==> src/rtl/dram_port_if.sv <==
// Avalon-MM master command/response bundle between dram_port and the memory slave.
interface dram_port_if;
  logic [24:0] avm_address;
  logic        avm_read;
  logic        avm_write;
  logic [15:0] avm_writedata;
  logic        avm_waitrequest;
  logic [15:0] avm_readdata;
  logic        avm_readdatavalid;

  modport master (
    output avm_address, avm_read, avm_write, avm_writedata,
    input  avm_waitrequest, avm_readdata, avm_readdatavalid
  );

  modport slave (
    input  avm_address, avm_read, avm_write, avm_writedata,
    output avm_waitrequest, avm_readdata, avm_readdatavalid
  );
endinterface

==> src/rtl/dram_port.sv <==
// Change-triggered single-outstanding Avalon-MM port: a new {addr, we, wdata} launches one read or write.
// Optional read timeout (16'hDEAD + sticky err) enabled by macro DRAM_PORT_TIMEOUT_EN.
module dram_port (
  input  logic        clk,
  input  logic        rst,
  input  logic [24:0] dram_addr,
  input  logic        dram_write_en,
  input  logic [15:0] dram_write_data,
  output logic [15:0] dram_read_data,
  output logic        busy,
  dram_port_if.master avm
`ifdef DRAM_PORT_TIMEOUT_EN
  ,
  output logic        err
`endif
);

  typedef enum logic [1:0] {IDLE, RD_REQ, RD_WAIT, WR_REQ} state_t;

  state_t      state_q, state_d;
  logic        op_vld_q, op_vld_d;
  logic [24:0] op_addr_q, op_addr_d;
  logic        op_we_q, op_we_d;
  logic [15:0] op_wdata_q, op_wdata_d;
  logic [15:0] rdata_q, rdata_d;
  logic        new_op;

`ifdef DRAM_PORT_TIMEOUT_EN
  logic [3:0]  cnt_q, cnt_d;
  logic        err_q, err_d;
`endif

  // last_op doubles as the command register, so the bus sees exactly what was compared
  assign new_op = !op_vld_q || (dram_addr != op_addr_q) ||
                  (dram_write_en != op_we_q) || (dram_write_data != op_wdata_q);

  always_comb begin
    state_d      = state_q;
    op_vld_d     = op_vld_q;
    op_addr_d    = op_addr_q;
    op_we_d      = op_we_q;
    op_wdata_d   = op_wdata_q;
    rdata_d      = rdata_q;
    avm.avm_read  = 1'b0;
    avm.avm_write = 1'b0;
`ifdef DRAM_PORT_TIMEOUT_EN
    cnt_d        = 4'd0;
    err_d        = err_q;
`endif
    case (state_q)
      IDLE: begin
        if (new_op) begin
          op_vld_d   = 1'b1;
          op_addr_d  = dram_addr;
          op_we_d    = dram_write_en;
          op_wdata_d = dram_write_data;
          state_d    = dram_write_en ? WR_REQ : RD_REQ;
        end
      end
      RD_REQ: begin
        avm.avm_read = 1'b1;
        if (!avm.avm_waitrequest) state_d = RD_WAIT;
      end
      RD_WAIT: begin
        if (avm.avm_readdatavalid) begin
          rdata_d = avm.avm_readdata;
          state_d = IDLE;
        end
`ifdef DRAM_PORT_TIMEOUT_EN
        // 15th cycle without a response gives up
        else if (cnt_q == 4'd14) begin
          rdata_d = 16'hDEAD;
          err_d   = 1'b1;
          state_d = IDLE;
        end else begin
          cnt_d = cnt_q + 4'd1;
        end
`endif
      end
      WR_REQ: begin
        avm.avm_write = 1'b1;
        if (!avm.avm_waitrequest) state_d = IDLE;
      end
      default: state_d = IDLE;
    endcase
  end

  always_ff @(posedge clk or negedge rst) begin
    if (!rst) begin
      state_q    <= IDLE;
      op_vld_q   <= 1'b0;
      op_addr_q  <= 25'd0;
      op_we_q    <= 1'b0;
      op_wdata_q <= 16'd0;
      rdata_q    <= 16'd0;
    end else begin
      state_q    <= state_d;
      op_vld_q   <= op_vld_d;
      op_addr_q  <= op_addr_d;
      op_we_q    <= op_we_d;
      op_wdata_q <= op_wdata_d;
      rdata_q    <= rdata_d;
    end
  end

`ifdef DRAM_PORT_TIMEOUT_EN
  always_ff @(posedge clk or negedge rst) begin
    if (!rst) begin
      cnt_q <= 4'd0;
      err_q <= 1'b0;
    end else begin
      cnt_q <= cnt_d;
      err_q <= err_d;
    end
  end

  assign err = err_q;
`endif

  assign avm.avm_address   = op_addr_q;
  assign avm.avm_writedata = op_wdata_q;
  assign dram_read_data    = rdata_q;
  assign busy              = (state_q != IDLE);

endmodule

==> src/flat_wrapper.sv <==
// flat-port wrapper written by rule: the top's interface ports become plain ports
module dram_port_flat 
  (clk, rst, dram_addr, dram_write_en, dram_write_data, dram_read_data, busy, avm_avm_address, avm_avm_read, avm_avm_write, avm_avm_writedata, avm_avm_waitrequest, avm_avm_readdata, avm_avm_readdatavalid);
  dram_port_if avm_i ();
  input  logic clk;
  input  logic rst;
  input  logic [24:0] dram_addr;
  input  logic dram_write_en;
  input  logic [15:0] dram_write_data;
  output logic [15:0] dram_read_data;
  output logic busy;
  output wire logic [$bits(avm_i.avm_address)-1:0] avm_avm_address;
  output wire logic [$bits(avm_i.avm_read)-1:0] avm_avm_read;
  output wire logic [$bits(avm_i.avm_write)-1:0] avm_avm_write;
  output wire logic [$bits(avm_i.avm_writedata)-1:0] avm_avm_writedata;
  input wire logic [$bits(avm_i.avm_waitrequest)-1:0] avm_avm_waitrequest;
  input wire logic [$bits(avm_i.avm_readdata)-1:0] avm_avm_readdata;
  input wire logic [$bits(avm_i.avm_readdatavalid)-1:0] avm_avm_readdatavalid;
  assign avm_avm_address = avm_i.avm_address;
  assign avm_avm_read = avm_i.avm_read;
  assign avm_avm_write = avm_i.avm_write;
  assign avm_avm_writedata = avm_i.avm_writedata;
  assign avm_i.avm_waitrequest = avm_avm_waitrequest;
  assign avm_i.avm_readdata = avm_avm_readdata;
  assign avm_i.avm_readdatavalid = avm_avm_readdatavalid;
  dram_port u_core (.clk(clk), .rst(rst), .dram_addr(dram_addr), .dram_write_en(dram_write_en), .dram_write_data(dram_write_data), .dram_read_data(dram_read_data), .busy(busy), .avm(avm_i));
endmodule
==> config.mk <==
export PLATFORM = sky130hd
export DESIGN_NAME = dram_port_flat
export DESIGN_NICKNAME = d
export VERILOG_FILES = /design/src/rtl/dram_port_if.sv /design/src/rtl/dram_port.sv /design/src/flat_wrapper.sv
export SDC_FILE = /design/constraint.sdc
export NUM_CORES = 1
export LEC_CHECK = 0
export CAP_MARGIN = 20
export CELL_PAD_IN_SITES_DETAIL_PLACEMENT = 1
export CELL_PAD_IN_SITES_GLOBAL_PLACEMENT = 1
export CORE_MARGIN = 2
export CORE_UTILIZATION = 29
export CTS_CLUSTER_DIAMETER = 100
export CTS_CLUSTER_SIZE = 28
export DETAILED_ROUTE_END_ITERATION = 12
export GPL_TIMING_DRIVEN = 0
export MAX_ROUTING_LAYER = met4
export PLACE_DENSITY = 0.71
export SYNTH_ARGS = -nofsm -noshare
export SYNTH_HDL_FRONTEND = slang
export SYNTH_SLANG_ARGS = --single-unit
==> constraint.sdc <==
create_clock -name clk -period 1.9 [get_ports clk]
set_input_delay 0.19 -clock clk [delete_from_list [all_inputs] [get_ports clk]]
set_output_delay 0.19 -clock clk [all_outputs]
set_load 0.03 [all_outputs]
==> summary.md <==
| Metric | Value |
|---|---|
| Status | `finished, violations left` |
| Failing checks | `negative setup slack` |
| First drt pass iteration count | `4` |
| Mapped Area | `between 0.002 and 0.003 mm²` |
| Tmin final | `2.09 ns` |
| Mux contribution to synthesized area | `0.236` |
| CTS tree | `yes` |
| R2r setup slk | `-0.19 ns` |
| Max Clock Skew | `approximately 0.015 ns` |
| WP buf/inv | `1` |
| IO Pins | `approximately 120` |
| Leakage | `around 1.8 nW` |
| CP startpoint | `u_core.avm.avm_writedata[2]` |
| Global-route wire length before repair | `11300 µm` |
| Total number of clock tree sinks | `61` |
| Hold WS | `between 0.4 and 0.5 ns` |
| Setup slack after layout | `-0.189 ns` |
| Crit path to | `u_core.avm.avm_address[20]` |
| Die height | `between 100 and 150 µm` |
| Yosys cell types | `21` |
| Site row count | `35` |
| ANT nets after route | `0` |
| Largest family of logic cells by synthesized area | `multiplexers` |
| Core ar. | `about 0.0092 mm²` |
| Initial DRC Count | `17` |
| Drt wl/cell | `15.6 µm` |
| Layout cells sized above 1 | `0.300` |
| Final wirelength | `7250 µm` |
| Overflow after GRT | `0` |
| Place WS | `-0.457 ns` |
| Final hold violations | `0` |
| Starting Density | `0.300` |
| Vias | `2056` |
| RSZ-0062 raised after global routing | `true` |
| Relative slew slack | `0.457` |
| Post-synthesis compound-gate area fraction | `0.0104` |
| Final setup TNS | `-6.60 ns` |
| Fill cell count | `slightly below 1k` |
| Yosys reg bits | `a little over 60` |
| Crit path cell chain | `xor2_1, nor4_2, nand4_1, nor4_4, a21oi_4, buf_8, mux2_2` |
| RR Endpoint | `u_core.avm.avm_address[20]` |
| Clock Latency Late Sink | `between 0.3 and 0.4 ns` |
| Max-Cap Viols | `0` |
| Seq/Total Area, Yosys | `0.551` |
| Commonest cells after routing, fill and taps aside | `118 x clkdlybuf4s50_1, 58 x mux2_2, 50 x dfrtp_1, 27 x xnor2_1, 16 x xor2_1` |
| Htree depth | `3` |
| Final net count | `between 300 and 400` |
| Commonest non-fill, non-tap cell in the layout | `clkdlybuf4s50_1` |
| Via density | `approximately 4.4` |
| Mapped Avg Cell Area | `~14 µm²` |
| RePlAce Congestion | `around 0.70` |
| Root Driver | `clkbuf_8` |
| Initial antenna violation count | `0` |
| Cell count after synthesis | `193` |
| Register clock-pin slew on the reported worst setup and hold paths | `~0.080 ns` |
| Critical path depth in cells | `7` |
| FMAX | `about 480 MHz` |
| WP data arrival | `between 2 and 2.5 ns` |
| Die ar. | `about 0.010 mm²` |
| Overall global routing resource usage | `0.148` |
| Slew @ Worst Pin | `about 0.8 ns` |
| Critical-path top delay cell | `dfrtp_2` |
| Pwr/cell area | `about 1900 mW/mm²` |
| Critical path launch point type | `register` |
| Final HPWL DP | `around 5200 µm` |
| Hold WC Path Type | `in -> reg` |
| Tcrit/Tclk final | `1.10` |
| Max stage delay on crit path | `just over 0.4 ns` |
| Reg2reg path depth | `7` |
| I/O Buffers | `121` |
| CP top delay family | `simple AND/OR/NAND/NOR gates` |
| PnR Total Power | `roughly 8.4 mW` |
| Xor/xnor cell area share of the yosys netlist | `0.136` |
| Util after Layout | `0.479` |
| Clock Path Buffers | `2` |
| Post-synthesis net count | `255` |
| Adder-cell share of the synthesized area | `0` |
| Yosys warnings | `0` |
| Area of the multi-input gates | `~0.0012 mm²` |
| CP Max Fanout | `10` |
| CP Capture Type | `register` |
| FF-to-FF Start | `u_core.avm.avm_writedata[2]` |
| Worst EP required | `approximately 2.1 ns` |
| Die width | `~100 µm` |
| CTS Buf Count | `9` |
| Final slew viol count | `0` |
| Simple-gate share of the synthesized area | `0.0479` |
| Final setup violation count | `42` |
| Largest net degree at the start of global routing | `between 60 and 70` |
| Vias in the first global route | `between 2k and 2.5k` |
| WS Path Type | `reg -> reg` |
| Peak supply drop | `between 0.0007 and 0.0008 V` |
| DR DRC count | `0` |
| Area delta synth->final | `59.6%` |
| Storage element area | `between 0.0015 and 0.002 mm²` |
| Antenna cells | `0` |
==> cell families after synthesis <==
| group | Yosys count |
|---|---|
| muxes | 58 |
| AOI/OAI and AO/OA | 4 |
| and+or+nand+nor | 21 |
| buffers and inverters | 6 |
| xor gates and xnor gates | 43 |
| DFF | 61 |
==> worst min-delay path by stage <==
stage | slack (ns) | cells past startpoint | start | endpoint
after global placement | 0.46 | 1 | u_core.op_vld_q | u_core.op_vld_q
after detailed placement | 0.34 | 1 | rst | u_core.dram_read_data[15]
after global routing | 0.46 | 2 | avm_avm_readdata[10] | u_core.dram_read_data[10]
after floorplan | -0.11 | 0 | rst | u_core.avm.avm_address[0]
final | 0.46 | 2 | avm_avm_readdata[9] | u_core.dram_read_data[9]
after CTS | 0.45 | 2 | avm_avm_readdata[9] | u_core.dram_read_data[9]
==> cell type report <==
class,instances,share of cell area
Buffer,5,0.0119
Clock buffer,12,0.0328
Clock inverter,3,0.00340
Inverter,1,0.000849
Multi-Input combinational cell,126,0.278
Sequential cell,61,0.348
Tap cell,129,0.0365
Timing Repair Buffer,129,0.288
==> state kept, by name (all words and copies together), names as in the netlist <==
signal and flops:
u_core.avm.avm_address 25, u_core.avm.avm_writedata 16, u_core.dram_read_data 16, u_core.op_vld_q 1, u_core.op_we_q 1, u_core.state_q 2
==> through the flow <==
stage,cells,cell area [µm²]
floorplan,193,2780
global placement,443,4160
detailed placement,443,4150
CTS,466,4390
global route,466,4420
finish,466,4420
==> routing by layer <==
| layer | global-route usage | share of wire | wire, µm |
|---|---|---|---|
| met2 | 0.226 | 0.48 | 3480 |
| met4 | 0.0530 | 0.013 | 95 |
| met1 | 0.191 | 0.46 | 3300 |
| met5 | - | 0 | 0 |
| met3 | 0.0352 | 0.052 | 375 |
==> report_power, final <==
group,internal [mW],switching [mW],leakage [nW]
combinational,2.46,2.47,0.963
sequential,1.99,0.517,0.701
clock,0.496,0.502,0.0860
total,4.95,3.49,1.75
==> synthesized netlist by cell type <==
cell type / n / area (µm²)
o21ai_0: 1 / 5.00
mux2_2: 58 / 653
dfrtp_1: 61 / 1530
clkbuf_1: 1 / 3.75
inv_1: 1 / 3.75
buf_6: 4 / 45.0
nand3_1: 1 / 5.00
nor2_1: 1 / 3.75
nand2b_1: 1 / 6.26
nand4_1: 7 / 43.8
nor4_2: 1 / 12.5
and2_1: 1 / 6.26
nor4_1: 5 / 31.3
xor2_1: 16 / 140
a21o_1: 2 / 15.0
xnor2_1: 27 / 236
nand2_1: 1 / 3.75
or2_2: 1 / 6.26
a21oi_2: 1 / 8.76
nand3b_1: 1 / 7.51
nor2b_1: 1 / 6.26
==> what timing repair did <==
action                                 CTS  global route
setup endpoints to repair               43            43
buffers inserted                         6             0
hold buffers                             1             0
pin swaps                                5             0
gates resized for setup                  5             7
endpoints found under the hold margin   61             0
gates cloned                             1             0
(Power assumes the default switching activity.)
==> edit 1: new RTL, same settings <==
The 4 states of `state_t` get a one-hot encoding in 4 bits.
--- a/src/rtl/dram_port.sv
+++ b/src/rtl/dram_port.sv
@@ -15,7 +15,7 @@
 `endif
 );
 
-  typedef enum logic [1:0] {IDLE, RD_REQ, RD_WAIT, WR_REQ} state_t;
+  typedef enum logic [3:0] {IDLE = 4'b0001, RD_REQ = 4'b0010, RD_WAIT = 4'b0100, WR_REQ = 4'b1000} state_t;
 
   state_t      state_q, state_d;
   logic        op_vld_q, op_vld_d;
Behaviour: no difference found for any inputs over 10 cycles, from zero or initial values and one cycle with rst low; not proved beyond that.
==> edit 1 against the original RTL <==
The flow still finishes with violations (setup timing). Setup slack better by 0.027 ns. Worst hold slack worse by 0.0031 ns. First-iteration DRC count grew 140%. Die area is 8.9% higher. Synthesized cell count up 7.8%. Area after synthesis grew 9.3%. Sequential cell count grew 2. Critical path type unchanged. Wire length is 8.2% higher. Cell area is 12% higher. Total power grew 15%.
==> edit 1: results (changes against the original RTL) <==
met3 Use GR=3.556% (was 3.520%); top area cells in the synthesized netlist=dfrtp_1 (51%), mux2_4 (14%), xnor2_1 (12%) (was dfrtp_1 (55%), mux2_2 (24%), xnor2_1 (8.5%)); first-pass GRT wire length=12.41 mm (was 11.30 mm); largest net degree at the start of global routing=64 (was 62); crit path max fanout=9 (was 10); Post-Syn Area per Cell=14.55 um2 (was 14.35 um2); DP Area=4433 um2 (was 4154 um2); nets=419 (was 395); Final Skew=0.01188 ns (was 0.01475 ns); RePlAce Congestion=0.7779 (was 0.6969); Metal-1 WL=3.524 mm (was 3.299 mm); share of cells above drive strength 1=35.36% (was 29.97%); maximum vdd drop=0.0007542 V (was 0.0007774 V); setup violators final=38 (was 42); Via Count=2237 (was 2056); register area share after synthesis=52.13% (was 55.10%); reg2reg path depth=8 (was 7); post-synth cell types=29 (was 21); pre-CTS setup slack=-0.7105 ns (was -0.4575 ns); status=finished, violations left (unchanged); failing checks=setup timing (unchanged); WHS Endpoint=u_core.dram_read_data[3]$_DFFE_PN0P_ (was u_core.dram_read_data[9]$_DFFE_PN0P_); post-synthesis mux area share=25.05% (was 23.58%); Final WS setup=-0.1620 ns (was -0.1886 ns); wire length on met2=3.783 mm (was 3.480 mm)
-- edit 1: what timing repair did --
action                     in CTS  in global routing
hold buffers                    1                  0
gates resized for setup        20                 30
setup endpoints to repair      51                 51
setup buffers                  16                  3
hold endpoints to repair       62                  0
cloned                          1                  0
pin swaps                      13                  6
-- edit 1: area by class of cell --
cell class	instances	share of cell area [%]
buffer	8	2.445
clock buffer	9	2.496
clock inverter	7	1.966
inverter	2	0.1512
multi-input combinational	135	29.92
sequential	63	32.04
tap	136	3.428
timing repair buffer	138	27.55
-- edit 1: power breakdown --
part	internal (mW)	switching, mW	total, mW
clock network	0.740	0.555	1.29
registers	2.04	0.564	2.60
logic	3.15	2.62	5.77
total	5.93	3.74	9.67
-- edit 1: worst reg2reg max path, cell delays in order (launching register included) --
cell and delay [ns]:
dfrtp_2 0.43, xnor2_2 0.14, nand4_1 0.17, nor4_2 0.28, nand4_1 0.18, nand2_2 0.13
buf_12 0.14, buf_12 0.15, mux2_4 0.31
==> edit 2: new RTL, same flow settings <==
Made on the original files. Take the reset off `op_wdata_q` and load it in a clocked block of its own.
--- a/src/rtl/dram_port.sv
+++ b/src/rtl/dram_port.sv
@@ -91,16 +91,18 @@
       op_vld_q   <= 1'b0;
       op_addr_q  <= 25'd0;
       op_we_q    <= 1'b0;
-      op_wdata_q <= 16'd0;
       rdata_q    <= 16'd0;
     end else begin
       state_q    <= state_d;
       op_vld_q   <= op_vld_d;
       op_addr_q  <= op_addr_d;
       op_we_q    <= op_we_d;
-      op_wdata_q <= op_wdata_d;
       rdata_q    <= rdata_d;
     end
+  end
+
+  always_ff @(posedge clk) begin
+    op_wdata_q <= op_wdata_d;
   end
 
 `ifdef DRAM_PORT_TIMEOUT_EN
Function: changed (Yosys sat finds a counterexample within 4 cycles, from zero or initial values and one cycle with rst low).
==> edit 2 against the original RTL <==
Worst hold slack got worse by 0.060 ns. Clock power increased by 11%. Count of clock-buffer cells in the layout shrank 1. Setup slack worse by 0.16 ns. Die area is 3.8% lower. The run still ends with setup timing left. Wire length is 4.7% higher. Cell area is 1.4% higher. First-iteration DRC count grew 120%. Global-route usage is 1.6 points higher. Area after synthesis decreased by 3.9%. Total power decreased by 1.6%. Sequential cell count did not move.
==> edit 2: results (changes against the original RTL) <==
Commonest cells post-synth=dfrtp_1 (45), mux2_2 (39), xnor2_1 (32), edfxtp_1 (16), xor2_1 (11) (was dfrtp_1 (61), mux2_2 (58), xnor2_1 (27), xor2_1 (16), nand4_1 (7)); first-pass GRT wire length=11.76 mm (was 11.30 mm); IO Port Bufs=121 (unchanged); worst reg2reg path startpoint=u_core.avm.avm_address[12]$_DFFE_PN0P_ (was u_core.avm.avm_writedata[2]$_DFFE_PN0P_); Final Skew=0.01129 ns (was 0.01475 ns); Post-synth EDFFs=16 (was 0); Worst-Skew Late Latency=approximately 0.34 ns; Max transition margin=62.33% (was 45.67%); Yosys warnings=0 (unchanged); sequential power=2.45 mW (was 2.51 mW); wire length on met2=3.893 mm (was 3.480 mm); vias in the first global route=2211 (was 2250); wire per inst=17.25 um (was 15.56 um); Metal-1 WL=3.199 mm (was 3.299 mm); family with the most delay on the worst path=simple AND/OR/NAND/NOR gates (unchanged); status=finished, violations left (unchanged); met3 wire len=367 um (was 375 um); LEAKAGE=1.779 nW (was 1.750 nW); register area share after synthesis=60.37% (was 55.10%); Mapped Cells=181 (was 193); detailed placement HPWL=5.465 mm (was 5.195 mm); maximum vdd drop=0.0006323 V (was 0.0007774 V); DR pass1 iterations=4 (unchanged); met3 Use GR=4.248% (was 3.520%); top area cells in the synthesized netlist=dfrtp_1 (42%), edfxtp_1 (18%), mux2_2 (17%) (was dfrtp_1 (55%), mux2_2 (24%), xnor2_1 (8.5%)); M2 GR Usage=26.82% (was 22.57%); combinational power share=57.2% (was 58.4%); Synthesized Nets=243 (was 255); Final WS setup=-0.3438 ns (was -0.1886 ns); sw frac=39.55% (was 41.37%); pre-CTS setup slack=-1.007 ns (was -0.4575 ns); DP Area=4056 um2 (was 4154 um2); setup violators final=39 (was 42); Reg power frac=29.5% (was 29.8%); Via Count=1980 (was 2056); Routed Wire Length=7.588 mm (was 7.250 mm); nets=389 (was 395); RePlAce Congestion=0.7459 (was 0.6969); Largest register FFs=25 (unchanged); crit path DAT=2.34 ns (was 2.29 ns); CP max stage cell=dfrtp_1 (was dfrtp_2); post-synth cell types=25 (was 21); Async S/R FF share, synth=73.77% (was 100.0%); failing checks=setup timing (unchanged); share of cells above drive strength 1=24.40% (was 29.97%); total track usage=16.34% (was 14.77%); Initial DRC Count=37 (was 17); Hold WC Path Type=in -> async (was in -> reg); largest net degree at the start of global routing=25 (was 62); placed cells=411 (was 443); setup TNS=-11.03 ns (was -6.595 ns); crit path max fanout=13 (was 10); met1 global-route usage=19.24% (was 19.12%)
==> edit 2: changes by cell type after synthesis, moves of 5 or more <==
cell	unedited run	this run
dfrtp_1	61	45
edfxtp_1	0	16
nand2_1	1	6
xor2_1	16	11
mux2_2	58	39
xnor2_1	27	32
==> edit 2: worst paths after layout <==
kind	slack [ns]	depth (start not counted)	end
worst max-delay path	-0.34	9	u_core.avm.avm_writedata[13]$_DFFE_PP_
worst min-delay path	0.40	2	u_core.avm.avm_address[6]$_DFFE_PN0P_
worst max register to register	-0.34	9	u_core.avm.avm_writedata[13]$_DFFE_PP_
worst min register to register	0.48	1	u_core.op_vld_q$_DFFE_PN0P_
max in group asynchronous	0.95	3	u_core.avm.avm_address[24]$_DFFE_PN0P_
min in group clk	0.46	1	u_core.avm.avm_writedata[11]$_DFFE_PP_
==> edit 2: cell families (layout without fill, tap and decap cells) <==
logic type / Yosys count / after routing / share of synthesized area [%]
buffers and inverters: 6 / 157 / 1.457
xor gates and xnor gates: 43 / 43 / 14.15
DFF: 61 / 61 / 60.37
and+or+nand+nor: 27 / 27 / 5.689
AOI/OAI and AO/OA: 3 / 3 / 0.9871
muxes: 41 / 41 / 17.35
==> edit 2: timing repair <==
item / CTS / global route
pin swaps: 5 / 6
resized for setup: 11 / 11
hold buffers: 1 / 0
endpoints found under the setup margin: 41 / 39
setup buffers: 7 / 4
cloned: 1 / 1
endpoints found under the hold margin: 21 / 0
==> edit 2: final cells by class <==
| class | instances | area (um2) |
|---|---|---|
| clock buffers | 11 | 131.4 |
| clock inverters | 5 | 52.55 |
| repair buffers | 136 | 1413 |
| well taps | 108 | 135.1 |
| multi-input cells | 114 | 1111 |
| plain buffers | 3 | 23.77 |
| inverters | 2 | 11.26 |
| fillers | 923 | 4322 |
| flip-flops and latches | 61 | 1607 |
